$ cat config.mk
export PLATFORM = sky130hd
export DESIGN_NAME = fetch_unit_flat
export DESIGN_NICKNAME = d
export VERILOG_FILES = /design/src/rtl/fetch_unit_pkg.sv /design/src/rtl/fetch_unit_if.sv /design/src/rtl/fetch_unit_ifid.sv /design/src/rtl/fetch_unit.sv /design/src/flat_wrapper.sv
export SDC_FILE = /design/constraint.sdc
export NUM_CORES = 1
export LEC_CHECK = 0
export ABC_AREA = 1
export CAP_MARGIN = 20
export CELL_PAD_IN_SITES_DETAIL_PLACEMENT = 0
export CELL_PAD_IN_SITES_GLOBAL_PLACEMENT = 1
export CORE_MARGIN = 5
export CORE_UTILIZATION = 30
export CTS_CLUSTER_SIZE = 12
export DETAILED_ROUTE_END_ITERATION = 10
export MAX_ROUTING_LAYER = met4
export PLACE_DENSITY_LB_ADDON = 0.1
export SYNTH_ARGS = -nofsm -noshare
export SYNTH_HDL_FRONTEND = slang
export SYNTH_SLANG_ARGS = --single-unit
$ cat constraint.sdc
create_clock -name clk -period 1.8 [get_ports clk]
set_input_delay 0.45 -clock clk [delete_from_list [all_inputs] [get_ports clk]]
set_output_delay 0.45 -clock clk [all_outputs]
set_load 0.01 [all_outputs]
$ cat src/rtl/fetch_unit_pkg.sv
// fetch_unit_pkg: definitions shared by the instruction fetch stage.
// Holds the default reset PC, the exception vector, the ExcCode values and
// the IF/ID register layout with its bubble encoding.
// Optional feature macro used by the fetch unit: FETCH_PERF_CNT_EN.
package fetch_unit_pkg;

  localparam logic [31:0] RESET_PC   = 32'h0000_3000;
  localparam logic [31:0] EXC_VECTOR = 32'h0000_4180;

  // ExcCode values that can be tagged onto a fetched instruction
  localparam logic [4:0]  EXC_NONE   = 5'd0;
  localparam logic [4:0]  EXC_ADEL   = 5'd4;

  // IF/ID pipeline register contents
  typedef struct packed {
    logic [31:0] instr;
    logic [31:0] pc;
    logic [4:0]  exccode;
    logic        bd;
  } ifid_t;

  // A bubble is an all-zero slot: nop instruction, pc 0, no exception, no delay slot
  localparam ifid_t IFID_BUBBLE = '{instr: 32'd0, pc: 32'd0, exccode: EXC_NONE, bd: 1'b0};

endpackage

$ cat src/rtl/fetch_unit_if.sv
// fetch_unit_if: instruction memory bus between the fetch stage and imem.
//   pc_o    : fetch address, driven by the fetch unit
//   instr_i : instruction word returned combinationally for pc_o
//   adel_i  : fetch address error flag returned combinationally for pc_o
// Modports: master = fetch unit side, slave = instruction memory side.
interface fetch_unit_if;

  logic [31:0] pc_o;
  logic [31:0] instr_i;
  logic        adel_i;

  modport master (output pc_o, input instr_i, input adel_i);
  modport slave  (input pc_o, output instr_i, output adel_i);

endinterface

$ cat src/rtl/fetch_unit_ifid.sv
// ifid_reg: IF/ID pipeline register with three actions.
//   clk    : clock, rising edge
//   reset  : asynchronous, active-low; clears to a bubble
//   hold   : keep the current contents
//   bubble : load the bubble encoding (wins over hold)
//   d      : slot captured when neither hold nor bubble is set
//   q      : current register contents
module ifid_reg
  import fetch_unit_pkg::*;
(
  input  logic  clk,
  input  logic  reset,
  input  logic  hold,
  input  logic  bubble,
  input  ifid_t d,
  output ifid_t q
);

  // Flushes take priority so an exception can squash a frozen slot
  always_ff @(posedge clk or negedge reset) begin
    if (!reset) begin
      q <= IFID_BUBBLE;
    end else if (bubble) begin
      q <= IFID_BUBBLE;
    end else if (!hold) begin
      q <= d;
    end
  end

endmodule

$ cat src/rtl/fetch_unit.sv
// fetch_unit: instruction fetch stage with PC selection and IF/ID register.
//   clk, reset        : clock and asynchronous active-low reset
//   imem              : instruction memory bus (pc_o out, instr_i/adel_i in)
//   stall_i           : hazard freeze of PC and IF/ID
//   redirect_i/_pc_i  : taken branch/jump resolved in D
//   d_is_jmp_i        : D-stage instruction is a branch/jump (marks delay slot)
//   eret_i/epc_i      : return from exception
//   exc_req_i         : enter the exception handler and flush
//   d_instr_o, d_pc_o, d_exccode_o, d_bd_o : IF/ID register contents
//   perf_fetch_o, perf_stall_o : only when FETCH_PERF_CNT_EN is defined
module fetch_unit #(
  parameter logic [31:0] RESET_PC   = fetch_unit_pkg::RESET_PC,
  parameter logic [31:0] EXC_VECTOR = fetch_unit_pkg::EXC_VECTOR,
  parameter logic [4:0]  EXC_ADEL   = fetch_unit_pkg::EXC_ADEL
) (
  input  logic        clk,
  input  logic        reset,
  fetch_unit_if.master imem,
  input  logic        stall_i,
  input  logic        redirect_i,
  input  logic [31:0] redirect_pc_i,
  input  logic        d_is_jmp_i,
  input  logic        eret_i,
  input  logic [31:0] epc_i,
  input  logic        exc_req_i,
  output logic [31:0] d_instr_o,
  output logic [31:0] d_pc_o,
  output logic [4:0]  d_exccode_o,
  output logic        d_bd_o
`ifdef FETCH_PERF_CNT_EN
  ,
  output logic [31:0] perf_fetch_o,
  output logic [31:0] perf_stall_o
`endif
);

  import fetch_unit_pkg::*;

  logic [31:0] pc_q;
  logic [31:0] pc_next;
  logic        ifid_hold;
  logic        ifid_bubble;
  ifid_t       ifid_d;
  ifid_t       ifid_q;

  // Exceptions beat a stall; eret and redirect only act on an unfrozen pipe
  always_comb begin
    pc_next = pc_q + 32'd4;
    if (exc_req_i) begin
      pc_next = EXC_VECTOR;
    end else if (stall_i) begin
      pc_next = pc_q;
    end else if (eret_i) begin
      pc_next = epc_i;
    end else if (redirect_i) begin
      pc_next = redirect_pc_i;
    end
  end

  always_ff @(posedge clk or negedge reset) begin
    if (!reset) begin
      pc_q <= RESET_PC;
    end else begin
      pc_q <= pc_next;
    end
  end

  assign imem.pc_o = pc_q;

  // A redirect does not flush: the delay slot being fetched must still execute
  assign ifid_hold   = stall_i & ~exc_req_i;
  assign ifid_bubble = exc_req_i | (~stall_i & eret_i);

  // A faulting fetch carries its address and ExcCode but never the fetched word
  always_comb begin
    ifid_d.instr   = imem.instr_i;
    ifid_d.pc      = pc_q;
    ifid_d.exccode = EXC_NONE;
    ifid_d.bd      = d_is_jmp_i;
    if (imem.adel_i) begin
      ifid_d.instr   = 32'd0;
      ifid_d.exccode = EXC_ADEL;
    end
  end

  ifid_reg u_ifid (
    .clk    (clk),
    .reset  (reset),
    .hold   (ifid_hold),
    .bubble (ifid_bubble),
    .d      (ifid_d),
    .q      (ifid_q)
  );

  assign d_instr_o   = ifid_q.instr;
  assign d_pc_o      = ifid_q.pc;
  assign d_exccode_o = ifid_q.exccode;
  assign d_bd_o      = ifid_q.bd;

`ifdef FETCH_PERF_CNT_EN
  logic ifid_load;
  assign ifid_load = ~ifid_hold & ~ifid_bubble;

  // Free-running counters; natural 32-bit overflow gives the wrap
  always_ff @(posedge clk or negedge reset) begin
    if (!reset) begin
      perf_fetch_o <= 32'd0;
      perf_stall_o <= 32'd0;
    end else begin
      if (ifid_load) begin
        perf_fetch_o <= perf_fetch_o + 32'd1;
      end
      if (ifid_hold) begin
        perf_stall_o <= perf_stall_o + 32'd1;
      end
    end
  end
`endif

endmodule

$ cat src/flat_wrapper.sv
// flat-port wrapper written by rule: the top's interface ports become plain ports
module fetch_unit_flat import fetch_unit_pkg::*;
#(
  parameter logic [31:0] RESET_PC   = fetch_unit_pkg::RESET_PC,
  parameter logic [31:0] EXC_VECTOR = fetch_unit_pkg::EXC_VECTOR,
  parameter logic [4:0]  EXC_ADEL   = fetch_unit_pkg::EXC_ADEL
)
  (clk, reset, stall_i, redirect_i, redirect_pc_i, d_is_jmp_i, eret_i, epc_i, exc_req_i, d_instr_o, d_pc_o, d_exccode_o, d_bd_o, imem_pc_o, imem_instr_i, imem_adel_i);
  fetch_unit_if imem_i ();
  input  logic clk;
  input  logic reset;
  input  logic stall_i;
  input  logic redirect_i;
  input  logic [31:0] redirect_pc_i;
  input  logic d_is_jmp_i;
  input  logic eret_i;
  input  logic [31:0] epc_i;
  input  logic exc_req_i;
  output logic [31:0] d_instr_o;
  output logic [31:0] d_pc_o;
  output logic [4:0] d_exccode_o;
  output logic d_bd_o;
  output wire logic [$bits(imem_i.pc_o)-1:0] imem_pc_o;
  input wire logic [$bits(imem_i.instr_i)-1:0] imem_instr_i;
  input wire logic [$bits(imem_i.adel_i)-1:0] imem_adel_i;
  assign imem_pc_o = imem_i.pc_o;
  assign imem_i.instr_i = imem_instr_i;
  assign imem_i.adel_i = imem_adel_i;
  fetch_unit #(.RESET_PC(RESET_PC), .EXC_VECTOR(EXC_VECTOR), .EXC_ADEL(EXC_ADEL)) u_core (.clk(clk), .reset(reset), .imem(imem_i), .stall_i(stall_i), .redirect_i(redirect_i), .redirect_pc_i(redirect_pc_i), .d_is_jmp_i(d_is_jmp_i), .eret_i(eret_i), .epc_i(epc_i), .exc_req_i(exc_req_i), .d_instr_o(d_instr_o), .d_pc_o(d_pc_o), .d_exccode_o(d_exccode_o), .d_bd_o(d_bd_o));
endmodule
==> results.sh <==
export IMPL_portBuffers=201
export IMPL_grt_max_degree=56
export IMPL_gp_congestion=0.842
export IMPL_yosysSeqAreaShare=0.479
export IMPL_fp_dieW_um=141
export IMPL_cts_sinks=98
export IMPL_yosysTopAreaCell="dfrtp_1"
export IMPL_start_kind="register"
export IMPL_worstPathMaxFanout=4
export IMPL_final_seq_area_um2=2470
export IMPL_required_ns=1.35
export IMPL_die_area_um2=19800
export IMPL_run_status="completed"
export IMPL_numCtsBuffers=9
export IMPL_path_clk_slew_ns=0.07
export IMPL_period_minus_slack_ns=1.75
export IMPL_p_leak_nw=3.58
export IMPL_yosys_warnings=0
export IMPL_grt_overflow=0
export IMPL_area_delta_synth_final_pct=55.3
export IMPL_critical_path_class="register to output pin"
export IMPL_hpwlAfterDp_mm=13.8
export IMPL_cp_slowest_cell="clkdlybuf4s50_1"
export IMPL_cts_root_buf="clkbuf_16"
export IMPL_setup_viol=0
export IMPL_syn_inst=686
export IMPL_drtIter0Drc=318
export IMPL_cp_slowest_stage_delay_ns=0.56
export IMPL_wirelength_mm=18.8
export IMPL_synth_area_um2=5120
export IMPL_final_nets=1007
export IMPL_via_per_inst=4.77
export IMPL_core_um2=16700
export IMPL_slew_violations=0
export IMPL_hp_class="input pin to async pin"
export IMPL_vias=5374
export IMPL_ys_top_cells_by_area="dfrtp_1 47%, nand2_1 17%, o21ai_0 7.8%, nand3_1 5.6%, nor2_1 4.1%"
export IMPL_insertion_delay_ns=0.34
export IMPL_layout_common_cells="237 x nand2_1, 177 x clkdlybuf4s50_1, 83 x dfrtp_1, 79 x o21ai_0, 56 x nand3_1"
export IMPL_io_pins=206
export IMPL_place_ws_ns=-0.174
export IMPL_hold_viol=0
export IMPL_fin_crit_sh=0.973
export IMPL_rsz0062_at_grt="true"
export IMPL_final_common_cell="nand2_1"
export IMPL_clock_path_buffers=2
export IMPL_fin_hold_ws_ns=0.0814
export IMPL_path_buf_inv=1
export IMPL_r2r_start="u_core.imem.pc_o[2]"
export IMPL_grt_pass1_wl_mm=29.8
export IMPL_antennaDiodeCount=0
export IMPL_vdd_drop_max_v=0.000442
export IMPL_cap_violations=0
export IMPL_wire_per_inst_um=16.7
export IMPL_clock_skew_ns=0.00625
export IMPL_crit_chain="clkdlybuf4s50_1"
export IMPL_cts_htree_levels=3
export IMPL_cp_arrival_ns=1.30
export IMPL_die_y_um=141
export IMPL_rows=47
export IMPL_ys_seq_elements=98
export IMPL_first_pass_iters=5
export IMPL_p_per_area_nw_per_um2=651
export IMPL_fill_cells=1683
export IMPL_antenna_found_initial=0
export IMPL_crit_path_end_kind="output pin"
export IMPL_synth_top_area_share=0.469
export IMPL_ctsHoldBuffers=0
export IMPL_dpl_cell_area_um2=7600
export IMPL_r2r_setup_slack_ns=0.13
export IMPL_cts_tree="done"
export IMPL_yosysUniqueCellTypes=34
export IMPL_design_area_um2=7960
export IMPL_post_route_drc_count=0
export IMPL_initial_utilization=0.307
export IMPL_drive_gt1_frac=0.114
export IMPL_finalWorstSetupSlack_ns=0.0494
export IMPL_multi_input_area_um2=2360
export IMPL_path_delay_family="buffers and inverters"
export IMPL_grt_pass1_vias=5494
export IMPL_grt_usage=0.193
export IMPL_ant_nets=0
export IMPL_max_freq_mhz=571
export IMPL_avgSynthCellArea_um2=7.47
export IMPL_crit_start="u_core.imem.pc_o[3]"
[report_power, final]
group | total (W) | switching, W | leakage (nW) | internal (W)
Combinational | 0.000989 | 0.000476 | 2.15 | 0.000513
Sequential | 0.00239 | 0.0000917 | 1.30 | 0.00230
Clock | 0.00181 | 0.000838 | 0.128 | 0.000969
[through the flow]
stage                     power [W]  instances   util  TNS [ns]
after floorplan             0.00277        689      -         0
after global placement      0.00342       1103  0.455     -1.59
after detailed placement    0.00343       1103  0.455     -2.94
after CTS                   0.00527       1122  0.473         0
after global routing        0.00544       1126  0.477    -0.189
final                       0.00518       1126  0.477         0
[path summary, 6_finish.rpt]
| path | end | cells past startpoint |
|---|---|---|
| hold / removal | u_core.u_ifid.q[49] | 2 |
| setup reg to reg | u_core.imem.pc_o[21] | 9 |
| max in group asynchronous | u_core.imem.pc_o[13] | 2 |
| setup / recovery | imem_pc_o[3] | 1 |
| min in group clk | u_core.u_ifid.q[0] | 2 |
| hold reg to reg | u_core.u_ifid.q[0] | 2 |
[cell type report]
type	instances	area share
Inverter	47	0.0222
Multi-Input combinational cell	507	0.296
Sequential cell	98	0.310
Clock buffer	11	0.0305
Tap cell	220	0.0346
Timing Repair Buffer	239	0.303
Clock inverter	4	0.00361
[cells by family after synthesis]
group,after synthesis,synth area share
compound gates,127,0.141
xor+xnor,5,0.00854
fa+ha+maj,1,0.00244
buf+inv,84,0.0669
flops,98,0.479
other cells,1,0.000732
simple gates,370,0.301
[metal layers]
| layer | vias to the layer above | global-route usage | wire (µm) | part of all wire |
|---|---|---|---|---|
| met1 | 2513 | 0.266 | 8900 | 0.47 |
| li1 | 2658 | - | - | - |
| met2 | 184 | 0.296 | 8510 | 0.45 |
| met5 | - | - | 0 | 0 |
| met4 | 0 | 0.0510 | 280 | 0.015 |
| met3 | 19 | 0.0332 | 1120 | 0.060 |
[timing repair]
item                       4_1_cts  5_1_grt
pin swaps                        0        0
setup buffers                    4        4
setup endpoints to repair       24       18
resized for setup               27       14
[flip-flops by register name, summed over array words and instances (netlist names)]
signal	flops
u_core.imem.pc_o	32
u_core.u_ifid.q	66
[cells in the mapped netlist]
cell      instances
a21o_1            1
a21oi_1          18
a221oi_1          1
a22oi_1           1
a32o_1            2
buf_1             3
buf_2            10
buf_4             4
clkbuf_1         20
conb_1            1
dfrtp_1          96
dfstp_2           2
ha_1              1
inv_1            40
inv_2             7
nand2_1         237
nand2_2           4
nand2_4           1
nand3_1          57
nand4_1           3
nor2_1           56
nor2_2            8
nor2_4            3
nor2_8            1
o211ai_1          1
o21a_1            1
o21ai_0          80
o21ai_1           6
o21bai_1          1
o221a_2           8
o221ai_1          1
o22ai_1           6
xnor2_1           1
xor2_1            4
No activity file was read; power rests on OpenSTA's default activity.
